$ cat config.mk
export PLATFORM = sky130hd
export DESIGN_NAME = fcf_hit_serializer
export DESIGN_NICKNAME = d
export VERILOG_FILES = /design/src/rtl/fcf_hit_serializer.sv
export SDC_FILE = /design/constraint.sdc
export NUM_CORES = 1
export LEC_CHECK = 0
export BUFFER_PORTS_ARGS = -buffer_cell sky130_fd_sc_hd__buf_2
export CORE_AREA = 5 5 130 132
export CTS_CLUSTER_SIZE = 14
export DETAILED_ROUTE_END_ITERATION = 10
export DIE_AREA = 0 0 135 137
export PLACE_DENSITY = 0.67
export SLEW_MARGIN = 0
export SYNTH_ARGS = -nofsm -noshare
export SYNTH_HDL_FRONTEND = slang
export SYNTH_SLANG_ARGS = --single-unit
$ cat constraint.sdc
create_clock -name BCclk -period 5.8 [get_ports BCclk]
set_clock_uncertainty 0.1 [all_clocks]
set_input_delay 0.87 -clock BCclk [delete_from_list [all_inputs] [get_ports BCclk]]
set_output_delay 0.87 -clock BCclk [all_outputs]
set_load 0.005 [all_outputs]
$ cat src/rtl/fcf_hit_serializer.sv
// Buffers 32-bit hit words from the fast cluster finder and streams each as a framed serial word on BCclk.
// Define FCF_SER_PARITY_EN to append an even-parity bit after word[0] (36-bit frames instead of 35).
module fcf_hit_serializer #(
    parameter int          DEPTH  = 4,
    parameter int          AW     = 2,
    parameter logic [2:0]  HEADER = 3'b101
) (
    input  logic          BCclk,
    input  logic          reset,
    input  logic          module_en,
    input  logic [31:0]   to_serial,
    input  logic          dataV,
    output logic          serial_out,
    output logic          frame_active,
    output logic [AW:0]   fifo_level,
    output logic          overflow,
    output logic [7:0]    drop_count
);

`ifdef FCF_SER_PARITY_EN
    localparam int F = 36;
`else
    localparam int F = 35;
`endif

    localparam logic [AW:0] FULL_LVL = (AW+1)'(DEPTH);

    typedef enum logic {IDLE, SHIFT} state_t;

    state_t         state, state_nx;
    logic [F-1:0]   shreg, shreg_nx;
    logic [5:0]     cnt, cnt_nx;
    logic           sout_nx, fa_nx;
    logic           pop, push, drop;
    logic           empty, full;
    logic [AW-1:0]  rd_ptr, wr_ptr;
    logic [31:0]    mem [DEPTH];
    logic [31:0]    head;
    logic [F-1:0]   frame_load;

    assign empty = (fifo_level == '0);
    assign full  = (fifo_level == FULL_LVL);
    assign head  = mem[rd_ptr];

`ifdef FCF_SER_PARITY_EN
    assign frame_load = {HEADER, head, ^head};
`else
    assign frame_load = {HEADER, head};
`endif

    // cnt holds the number of frame bits still to follow the one on serial_out.
    always_comb begin
        state_nx = state;
        shreg_nx = shreg;
        cnt_nx   = cnt;
        sout_nx  = serial_out;
        fa_nx    = frame_active;
        pop      = 1'b0;
        if (!module_en) begin
            state_nx = IDLE;
            shreg_nx = '0;
            cnt_nx   = '0;
            sout_nx  = 1'b0;
            fa_nx    = 1'b0;
        end else begin
            case (state)
                IDLE: begin
                    if (!empty) begin
                        pop      = 1'b1;
                        shreg_nx = frame_load;
                        sout_nx  = frame_load[F-1];
                        fa_nx    = 1'b1;
                        cnt_nx   = 6'(F-1);
                        state_nx = SHIFT;
                    end else begin
                        sout_nx = 1'b0;
                        fa_nx   = 1'b0;
                    end
                end
                SHIFT: begin
                    if (cnt != '0) begin
                        shreg_nx = shreg << 1;
                        sout_nx  = shreg[F-2];
                        cnt_nx   = cnt - 6'd1;
                    end else if (!empty) begin
                        // Last bit is on the wire: chain the next frame with no idle bit.
                        pop      = 1'b1;
                        shreg_nx = frame_load;
                        sout_nx  = frame_load[F-1];
                        fa_nx    = 1'b1;
                        cnt_nx   = 6'(F-1);
                    end else begin
                        sout_nx  = 1'b0;
                        fa_nx    = 1'b0;
                        state_nx = IDLE;
                    end
                end
                default: begin
                    state_nx = IDLE;
                    sout_nx  = 1'b0;
                    fa_nx    = 1'b0;
                end
            endcase
        end
    end

    // A pop on the same edge frees the slot, so a full FIFO still accepts the word.
    assign push = dataV && module_en && (!full || pop);
    assign drop = dataV && module_en && full && !pop;

    always_ff @(posedge BCclk or posedge reset) begin
        if (reset) begin
            state        <= IDLE;
            shreg        <= '0;
            cnt          <= '0;
            serial_out   <= 1'b0;
            frame_active <= 1'b0;
        end else begin
            state        <= state_nx;
            shreg        <= shreg_nx;
            cnt          <= cnt_nx;
            serial_out   <= sout_nx;
            frame_active <= fa_nx;
        end
    end

    always_ff @(posedge BCclk or posedge reset) begin
        if (reset) begin
            rd_ptr     <= '0;
            wr_ptr     <= '0;
            fifo_level <= '0;
            overflow   <= 1'b0;
            drop_count <= '0;
        end else if (!module_en) begin
            rd_ptr     <= '0;
            wr_ptr     <= '0;
            fifo_level <= '0;
        end else begin
            if (push)
                wr_ptr <= wr_ptr + AW'(1);
            if (pop)
                rd_ptr <= rd_ptr + AW'(1);
            case ({push, pop})
                2'b10:   fifo_level <= fifo_level + (AW+1)'(1);
                2'b01:   fifo_level <= fifo_level - (AW+1)'(1);
                default: fifo_level <= fifo_level;
            endcase
            if (drop) begin
                overflow <= 1'b1;
                if (drop_count != 8'hFF)
                    drop_count <= drop_count + 8'd1;
            end
        end
    end

    always_ff @(posedge BCclk) begin
        if (push)
            mem[wr_ptr] <= to_serial;
    end

endmodule

==> impl_metrics.json, run 1 <==
{
  "grt_pass1_vias": 4448,
  "synth-edff-count": 128,
  "crit_type": "reg2reg",
  "p_per_area_nw_per_um2": 463,
  "synth-simple-area-share_pct": 7.49,
  "antenna_found_initial": 0,
  "slowest_delay_ns": 1.01,
  "cp_max_fo": 21,
  "synth_top_family_by_area": "multiplexers",
  "status": "complete, no violations",
  "worstSetupStartpoint": "cnt[0]$_DFF_PP0_",
  "dp_cells": 746,
  "port_buffers": 49,
  "drtPass1Iterations": 4,
  "die_area_um2": 18500,
  "async_flop_share_pct": 31.6,
  "dr_wl_met2_mm": 7.13,
  "maxCapViolCount": 0,
  "clockRootBuffer": "clkbuf_16",
  "clock_sinks": 187,
  "wl_mm": 14.0,
  "syn_area_per_cell_um2": 15.2,
  "wl_met3_um": 666,
  "cts-buffers-inserted": 17,
  "drc": 0,
  "ys_warn_count": 0,
  "crit_family": "simple AND/OR/NAND/NOR gates",
  "nFillCells": 1217,
  "synth_mux_area_share_pct": 10.0,
  "clk_latency_ns": 0.42,
  "met1_length_mm": 6.09,
  "area_growth_pct": 13.5,
  "crit_path_top_delay_cell": "and2_1",
  "cts_resized": 0,
  "synth_compound_area_share_pct": 7.96,
  "top_layer": "met4",
  "max_slew.worst_pin.slew_ns": 1.23,
  "cts_tree": "yes",
  "path_clk_slew_ns": 0.07,
  "crit_required_ns": 5.82,
  "synthAdderAreaFrac_pct": 1.40,
  "route.vias.total": 4300,
  "hp-class": "reg2reg",
  "fin_crit_sh_pct": 58.5,
  "synth_nets": 548,
  "synthXorXnorAreaFrac_pct": 1.25,
  "start_util_pct": 49.3,
  "r2r-start": "cnt[0]$_DFF_PP0_",
  "cp-endpoint": "mem[0][13]$_DFFE_PP_",
  "r2r_end": "mem[0][13]$_DFFE_PP_",
  "gp_congestion": 0.796,
  "critPathBufInv": 2,
  "min_period_ns": 3.40,
  "holdBufCountCts": 0,
  "htreeDepth": 4,
  "hold_violations": 0,
  "worstPathArrival_ns": 3.42,
  "coreArea_um2": 15600,
  "synth_top_flop_cell": "edfxtp_1",
  "path_depth": 7,
  "grt_pass1_wl_mm": 23.3,
  "slew_violations": 0,
  "syn_area_um2": 7680,
  "fmax_mhz": 295,
  "antenna_left": 0,
  "rows": 46,
  "grt_setup_unrepaired": "no",
  "ys_ff_latch": 187,
  "worstRegToRegCells": 7,
  "num-nets-final": 593,
  "drt_iter0_drc": 304,
  "p_leak_uw": 0.00316,
  "hpwl_mm": 8.68,
  "drive_above_1_share_pct": 23.4,
  "wl_per_cell_um": 18.0,
  "finalSetupTns_ns": 0,
  "synth.distinct_cells": 53,
  "viasPerCell": 5.53,
  "syn_inst": 504,
  "r2r_slack_ns": 2.40,
  "cp-end-kind": "register",
  "grt_start_max_net_pins": 60,
  "dieHeight_um": 137,
  "grt-ovfl-total": 0,
  "antenna_cells": 0,
  "setup_violations": 0,
  "io_pins": 50,
  "cts_buffer_depth": 2,
  "peakVddDrop_mv": 0.483,
  "start_kind": "register",
  "ys_seq_area_share_pct": 69.2,
  "holdWs_ns": 0.370,
  "dieWidth_um": 135,
  "crit_chain": "inv_1, ha_1, nor4b_1, a21oi_1, nor2_1, and2_1, buf_4",
  "postCtsSetupBuffers": 0,
  "globalRouteTotalUtil_pct": 16.4,
  "fin_cells": 777,
  "relSlewSlack_pct": 17.7
}
## cells in the mapped netlist (2+ instances only)
cell | instances | share of area, %
xor2_1 | 8 | 0.91
buf_6 | 3 | 0.44
nor3b_1 | 2 | 0.20
clkbuf_1 | 18 | 0.88
nor2_1 | 9 | 0.44
xnor2_1 | 3 | 0.34
dfrtp_1 | 59 | 19
a211oi_1 | 4 | 0.39
o21ai_0 | 34 | 2.2
edfxtp_1 | 128 | 50
nor4_1 | 4 | 0.33
nand2b_1 | 2 | 0.16
mux2i_1 | 4 | 0.52
nor3_1 | 7 | 0.46
mux4_2 | 32 | 9.4
and2_1 | 5 | 0.41
ha_1 | 7 | 1.1
a21oi_1 | 9 | 0.59
buf_2 | 11 | 0.72
o21a_1 | 2 | 0.20
nand3_1 | 7 | 0.46
nand2_1 | 72 | 3.5
inv_1 | 11 | 0.54
or3_1 | 4 | 0.33
a31oi_1 | 31 | 2.5
## power by group
group	switching (uW)	internal, uW
logic	654	464
clock network	485	679
registers	155	1600
total	1290	2740
## worst register-to-register path: cells and delay by family, from the launching register on
family	cells	cell delay (ns)
AOI/OAI and AO/OA	1	0.19
and+or+nand+nor	3	1.74
DFF	1	0.39
adders and majority gates	1	0.16
buffers and inverters	2	0.50
## routing by layer
metal | global-route usage, % | up-vias
met1 | 21.9 | 2182
met5 | 0 | -
li1 | - | 2015
met4 | 5.21 | 0
met2 | 26.9 | 95
met3 | 4.19 | 8
## metrics by stage
| stage | util (%) | cell area [um^2] | total power [uW] | worst slack, ns |
|---|---|---|---|---|
| detailed placement | 52.1 | 8120 | 2930 | 1.98 |
| global route | 55.9 | 8720 | 4300 | 2.12 |
| CTS | 55.9 | 8720 | 4090 | 2.33 |
| global placement | 52.1 | 8120 | 2880 | 2.10 |
| finish | 55.9 | 8720 | 4040 | 2.40 |
| floorplan | - | 7680 | 2650 | 2.96 |
## worst min-delay path by stage
stage | to | depth (start not counted) | slack (ns) | from
after floorplan | overflow$_DFFE_PP0P_ | 1 | 0.36 | overflow$_DFFE_PP0P_
after global placement | overflow$_DFFE_PP0P_ | 1 | 0.35 | overflow$_DFFE_PP0P_
after detailed placement | overflow$_DFFE_PP0P_ | 1 | 0.36 | overflow$_DFFE_PP0P_
after CTS | overflow$_DFFE_PP0P_ | 1 | 0.38 | overflow$_DFFE_PP0P_
after global routing | overflow$_DFFE_PP0P_ | 1 | 0.40 | overflow$_DFFE_PP0P_
final | overflow$_DFFE_PP0P_ | 1 | 0.37 | overflow$_DFFE_PP0P_
## final cells by class
class                           count  area, um^2  share of cell area (%)
Clock inverter                     13         168                    1.92
Sequential cell                   187        5320                    61.0
Clock buffer                       18         429                    4.92
Timing Repair Buffer               59         320                    3.67
Multi-Input combinational cell    273        2170                    24.9
Inverter                           11        41.3                   0.473
Tap cell                          216         270                    3.10
## kinds of logic after synthesis
logic type      Yosys count
simple gates            123
compound gates           94
flops                   187
buf+inv                  44
fa+ha+maj                 8
xor+xnor                 11
mux                      37
## cells in the final DEF (no fill, tap or decap), drive strengths merged, types with 2 or more instances in the layout
cell	instances
a211oi	5
nand2	72
nor3	8
and2	6
nor4	4
buf	59
nor2	9
bufinv	3
mux2i	4
o21a	2
o32ai	2
inv	14
xor2	8
nand2b	2
nand3	7
or3	4
clkbuf	18
edfxtp	128
o21ai	35
clkinvlp	3
ha	7
a21oi	9
nor3b	2
xnor2	3
dfrtp	59
mux4	32
clkinv	4
a31oi	31
## state kept, by name (all words and copies together), names as in the netlist
name          cells
mem             128
shreg            34
drop_count        8
cnt               6
fifo_level        3
rd_ptr            2
wr_ptr            2
frame_active      1
overflow          1
serial_out        1
state             1
No activity file was read; power rests on OpenSTA's default activity.
==> run 2: changes to the inputs <==
clock period = 3.15 ns   (was 5.8 ns; I/O delays follow)
==> run 2 against run 1 <==
Against the previous run:
- cell count increased by 0.77%
- worst setup slack got worse by 1.9 ns
- utilization increased by 0.56 points
- critical path depth increased by 2
- critical endpoint is now fifo_level[2]$_DFFE_PP0P_
- power increased by 84%
- die area unchanged
- flip-flop and latch count unchanged
- critical path type unchanged
- worst hold slack got worse by 0.35 ns
- largest cell class unchanged
- highest routed layer unchanged
- sequential power increased by 83%
- via count decreased by 0.98%
==> impl_metrics.json, run 2 (same netlist as run 1, synthesis figures left out) <==
{
  "final_core_util_pct": 56.5,
  "p_leak_uw": 0.00319,
  "cts_tree": "yes",
  "p_total_uw": 7430,
  "rows": 46,
  "htreeDepth": 4,
  "p_clk_share_pct": 27.3,
  "finalSetupTns_ns": 0,
  "switchingPower_uw": 2420,
  "grt-ovfl-total": 0,
  "cts_buffer_depth": 2,
  "num-nets-final": 598,
  "max_flop_register": "mem",
  "die_area_um2": 18500,
  "antenna_cells": 0,
  "coreArea_um2": 15600,
  "grt_setup_unrepaired": "no",
  "power_frac_comb_pct": 29.5,
  "drtPass1Iterations": 5,
  "dieHeight_um": 137,
  "start_kind": "register",
  "port_buffers": 49,
  "globalRouteTotalUtil_pct": 16.3,
  "crit_chain": "inv_1, ha_1, nor4b_1, a21boi_0, nor3_1, fa_1, nand2_1, or4_1, o2111ai_1",
  "viasPerCell": 5.44,
  "final_cell_mix": "edfxtp_1, nand2_1, dfrtp_1, buf_2, o21ai_0",
  "gp_congestion": 0.770,
  "worstPathArrival_ns": 2.92,
  "crit_required_ns": 3.38,
  "maxCapViolCount": 0,
  "clk_latency_ns": 0.42,
  "holdWs_ns": 0.0156,
  "route.vias.total": 4258,
  "antenna_left": 0,
  "dieWidth_um": 135,
  "critPathBufInv": 1,
  "min_period_ns": 2.69,
  "drt_iter0_drc": 289,
  "io_pins": 50,
  "setup_violations": 0,
  "peakVddDrop_mv": 0.474,
  "nFillCells": 1238,
  "holdBufCountCts": 0,
  "start_util_pct": 49.3,
  "grt_pass1_wl_mm": 23.1,
  "wl_mm": 13.9,
  "hpwl_mm": 8.35,
  "status": "complete, no violations",
  "antenna_found_initial": 0,
  "largest_reg_flops": 128,
  "power.switching_fraction_pct": 32.6,
  "cts-buffers-inserted": 17,
  "postCtsSetupBuffers": 0,
  "max_slew.worst_pin.slew_ns": 0.597,
  "fin_ws_ns": 0.462,
  "slowest_delay_ns": 0.44,
  "drive_above_1_share_pct": 23.8,
  "power.share.sequential_pct": 43.2,
  "wl_per_cell_um": 17.8,
  "top_regs": "mem x128, shreg x34, drop_count x8",
  "area_growth_pct": 14.6,
  "cp-end-kind": "register",
  "crit_family": "simple AND/OR/NAND/NOR gates",
  "cp_max_fo": 5,
  "p_per_area_nw_per_um2": 843,
  "slew_violations": 0,
  "grt_start_max_net_pins": 44,
  "cts_resized": 0,
  "crit_type": "reg2reg",
  "clock_sinks": 187,
  "internal_power_uw": 5010,
  "hold_violations": 0,
  "crit_path_top_delay_cell": "nor4b_1",
  "layout_commonest_cell": "edfxtp_1",
  "hp-class": "in2async",
  "drc": 0,
  "relSlewSlack_pct": 60.1,
  "grt_pass1_vias": 4559,
  "fin_crit_sh_pct": 85.3,
  "path_clk_slew_ns": 0.06,
  "clockRootBuffer": "clkbuf_16",
  "post-place-ws_ns": 0.497,
  "fmax_mhz": 372
}
## run 2: changes by cell type in the layout (fill, tap and decap cells not counted), sizes merged
cell,change
buf,+5
bufinv,-2
clkbuf,+3
## run 2: final timing paths
kind | from | to | slack (ns) | cells after the start
setup / recovery | cnt[0]$_DFF_PP0_ | fifo_level[2]$_DFFE_PP0P_ | 0.46 | 9
hold / removal | reset | fifo_level[0]$_DFFE_PP0P_ | 0.02 | 2
setup reg to reg | cnt[0]$_DFF_PP0_ | fifo_level[2]$_DFFE_PP0P_ | 0.46 | 9
hold reg to reg | overflow$_DFFE_PP0P_ | overflow$_DFFE_PP0P_ | 0.39 | 1
max in group asynchronous | reset | shreg[8]$_DFF_PP0_ | 2.32 | 3
min in group BCclk | to_serial[4] | mem[1][4]$_DFFE_PP_ | 0.16 | 1
## run 2: layout make-up
type                    instances  area, um^2  area share, %
flip-flops and latches        187        5320           60.4
multi-input cells             273        2170           24.6
repair buffers                 64         433           4.91
clock buffers                  21         460           5.23
well taps                     216         270           3.07
inverters                      11        41.3          0.469
clock inverters                11         113           1.28
## run 2: layer usage
metal | wire (um) | up-vias | global-route usage, % | part of all wire (%)
li1 | - | 2016 | - | -
met1 | 5610 | 2116 | 20.4 | 40
met4 | 113 | 0 | 6.05 | 0.81
met3 | 844 | 7 | 3.31 | 6.1
met2 | 7380 | 119 | 28.5 | 53
met5 | 0 | - | 0 | 0
## run 2: through the flow
stage,area (um^2),instances
4_1_cts,8810,783
2_1_floorplan,7680,504
6_report,8810,783
3_3_place_gp,8240,751
3_5_place_dp,8240,751
5_1_grt,8810,783
## run 2: power by group through the flow
stage | logic (uW) | clock network (uW) | registers [uW]
final | 2190 | 2030 | 3210
after global routing | 2470 | 2180 | 3250
after CTS | 2220 | 2080 | 3210
after detailed placement | 2220 | 0 | 3260
after global placement | 2170 | 0 | 3230
after floorplan | 1750 | 0 | 3130
==> run 3: changes to the inputs <==
PLACE_DENSITY = 0.7   (was 0.67)
clock period = 2.4 ns   (was 3.15 ns; I/O delays follow)
==> run 3 against run 2 <==
Against the previous run:
- via count up 3.3%
- worst setup slack got worse by 0.36 ns
- cell count is 1.0% higher
- count of clock-buffer cells in the layout fell by 3
- clock power is 39% higher
- power grew 36%
- utilization grew 0.87 points
- sequential power up 30%
- final area rose by 1.5%
- wire length rose by 2.0%
- worst hold slack gained 0.024 ns
- first-iteration DRC count rose by 5.5%
- highest routed layer unchanged
==> impl_metrics.json, run 3 (same netlist as run 1, synthesis figures left out) <==
{
  "fin_crit_sh_pct": 95.6,
  "dieHeight_um": 137,
  "peakVddDrop_mv": 0.581,
  "dp_cells": 756,
  "cp_max_fo": 3,
  "area_growth_pct": 16.4,
  "cp-end-kind": "register",
  "fin_cells": 791,
  "crit_required_ns": 2.61,
  "maxCapViolCount": 0,
  "route.vias.total": 4398,
  "crit_path_top_delay_cell": "fa_1",
  "power_frac_comb_pct": 30.8,
  "gp_congestion": 0.797,
  "max_flop_register": "mem",
  "grt_pass1_wl_mm": 23.9,
  "p_per_area_nw_per_um2": 1130,
  "hp-class": "in2reg",
  "slew_violations": 0,
  "final_core_util_pct": 57.3,
  "cts-buffers-inserted": 17,
  "crit_chain": "inv_1, ha_1, nor4b_4, a21boi_2, nor3_2, fa_1, and2_0, mux2i_1, o32ai_1",
  "grt_pass1_vias": 4558,
  "switchingPower_uw": 3270,
  "drc": 0,
  "path_clk_slew_ns": 0.07,
  "p_clk_share_pct": 28.0,
  "grt-ovfl-total": 0,
  "top_regs": "mem x128, shreg x34, drop_count x8",
  "viasPerCell": 5.56,
  "power.switching_fraction_pct": 32.4,
  "drive_above_1_share_pct": 26.1,
  "setup_violations": 0,
  "htreeDepth": 4,
  "num-nets-final": 606,
  "largest_reg_flops": 128,
  "coreArea_um2": 15600,
  "cts_tree": "yes",
  "post-place-ws_ns": 0.0142,
  "power.share.sequential_pct": 41.3,
  "antenna_left": 0,
  "internal_power_uw": 6810,
  "antenna_cells": 0,
  "wl_mm": 14.2,
  "start_kind": "register",
  "io_pins": 50,
  "p_total_uw": 10100,
  "grt_start_max_net_pins": 60,
  "start_util_pct": 49.3,
  "crit_type": "reg2reg",
  "dieWidth_um": 135,
  "die_area_um2": 18500,
  "clock_sinks": 187,
  "fin_ws_ns": 0.106,
  "cts_buffer_depth": 2,
  "wl_per_cell_um": 18.0,
  "status": "complete, no violations",
  "globalRouteTotalUtil_pct": 16.8,
  "final_cell_area_um2": 8940,
  "placed_cell_area_um2": 8300,
  "relSlewSlack_pct": 66.1,
  "hold_violations": 0,
  "worstPathArrival_ns": 2.50,
  "layout_commonest_cell": "edfxtp_1",
  "final_cell_mix": "edfxtp_1, nand2_1, dfrtp_1, buf_2, o21ai_0",
  "drt_iter0_drc": 305,
  "nFillCells": 1220,
  "clockRootBuffer": "clkbuf_16",
  "rows": 46,
  "max_slew.worst_pin.slew_ns": 0.509,
  "drtPass1Iterations": 4,
  "hpwl_mm": 8.49,
  "min_period_ns": 2.29,
  "slowest_delay_ns": 0.44,
  "p_leak_uw": 0.00327,
  "port_buffers": 49,
  "antenna_found_initial": 0,
  "clk_latency_ns": 0.43,
  "fmax_mhz": 436
}
-- run 3: power by group through the flow --
stage	Sequential, uW	Combinational, uW	Clock (uW)
floorplan	4110	2310	0
global placement	4200	2940	0
detailed placement	4220	3030	0
CTS	4150	3060	2870
global route	4210	3450	3050
finish	4160	3100	2820
-- run 3: final timing paths --
path,from,end,slack [ns],cells past startpoint
setup / recovery,cnt[0]$_DFF_PP0_,fifo_level[1]$_DFFE_PP0P_,0.11,9
hold / removal,to_serial[7],mem[2][7]$_DFFE_PP_,0.04,1
setup reg to reg,cnt[0]$_DFF_PP0_,fifo_level[1]$_DFFE_PP0P_,0.11,9
hold reg to reg,overflow$_DFFE_PP0P_,overflow$_DFFE_PP0P_,0.36,1
max in group asynchronous,reset,shreg[31]$_DFF_PP0_,1.48,4
min in group asynchronous,reset,overflow$_DFFE_PP0P_,0.44,4
-- run 3: routing by layer --
layer	track usage, %	vias to the layer above	routed length (um)
met5	0	-	0
met4	5.94	0	172
met3	4.49	13	685
met2	26.7	97	6980
met1	22.8	2248	6390
li1	-	2040	-
-- run 3: final cells by class --
class	count	area, um^2	area share (%)
Sequential cell	187	5320	59.5
Multi-Input combinational cell	273	2200	24.6
Timing Repair Buffer	72	512	5.72
Clock buffer	18	429	4.80
Tap cell	216	270	3.02
Clock inverter	14	170	1.90
Inverter	11	41.3	0.462
-- run 3: per-stage QoR --
stage	TNS, ns	hold WS [ns]
detailed placement	0	0.347
finish	0	0.0392
global placement	0	0.344
global route	-0.000940	0.0173
CTS	0	0.0213
floorplan	0	0.359
-- run 3: critical path: cells and delay by family (launching register included) --
family | cells | cell delay, ns
AOI/OAI and AO/OA | 2 | 0.22
adders and majority gates | 2 | 0.62
buffers and inverters | 1 | 0.11
DFF | 1 | 0.39
muxes | 1 | 0.15
and+or+nand+nor | 3 | 0.62
-- run 3: timing repair --
| item | in CTS | in global routing |
|---|---|---|
| gates resized for setup | 0 | 5 |
| endpoints found under the hold margin | 59 | 0 |
| buffers inserted | 0 | 2 |
| hold buffers | 1 | 0 |
| endpoints found under the setup margin | 0 | 135 |
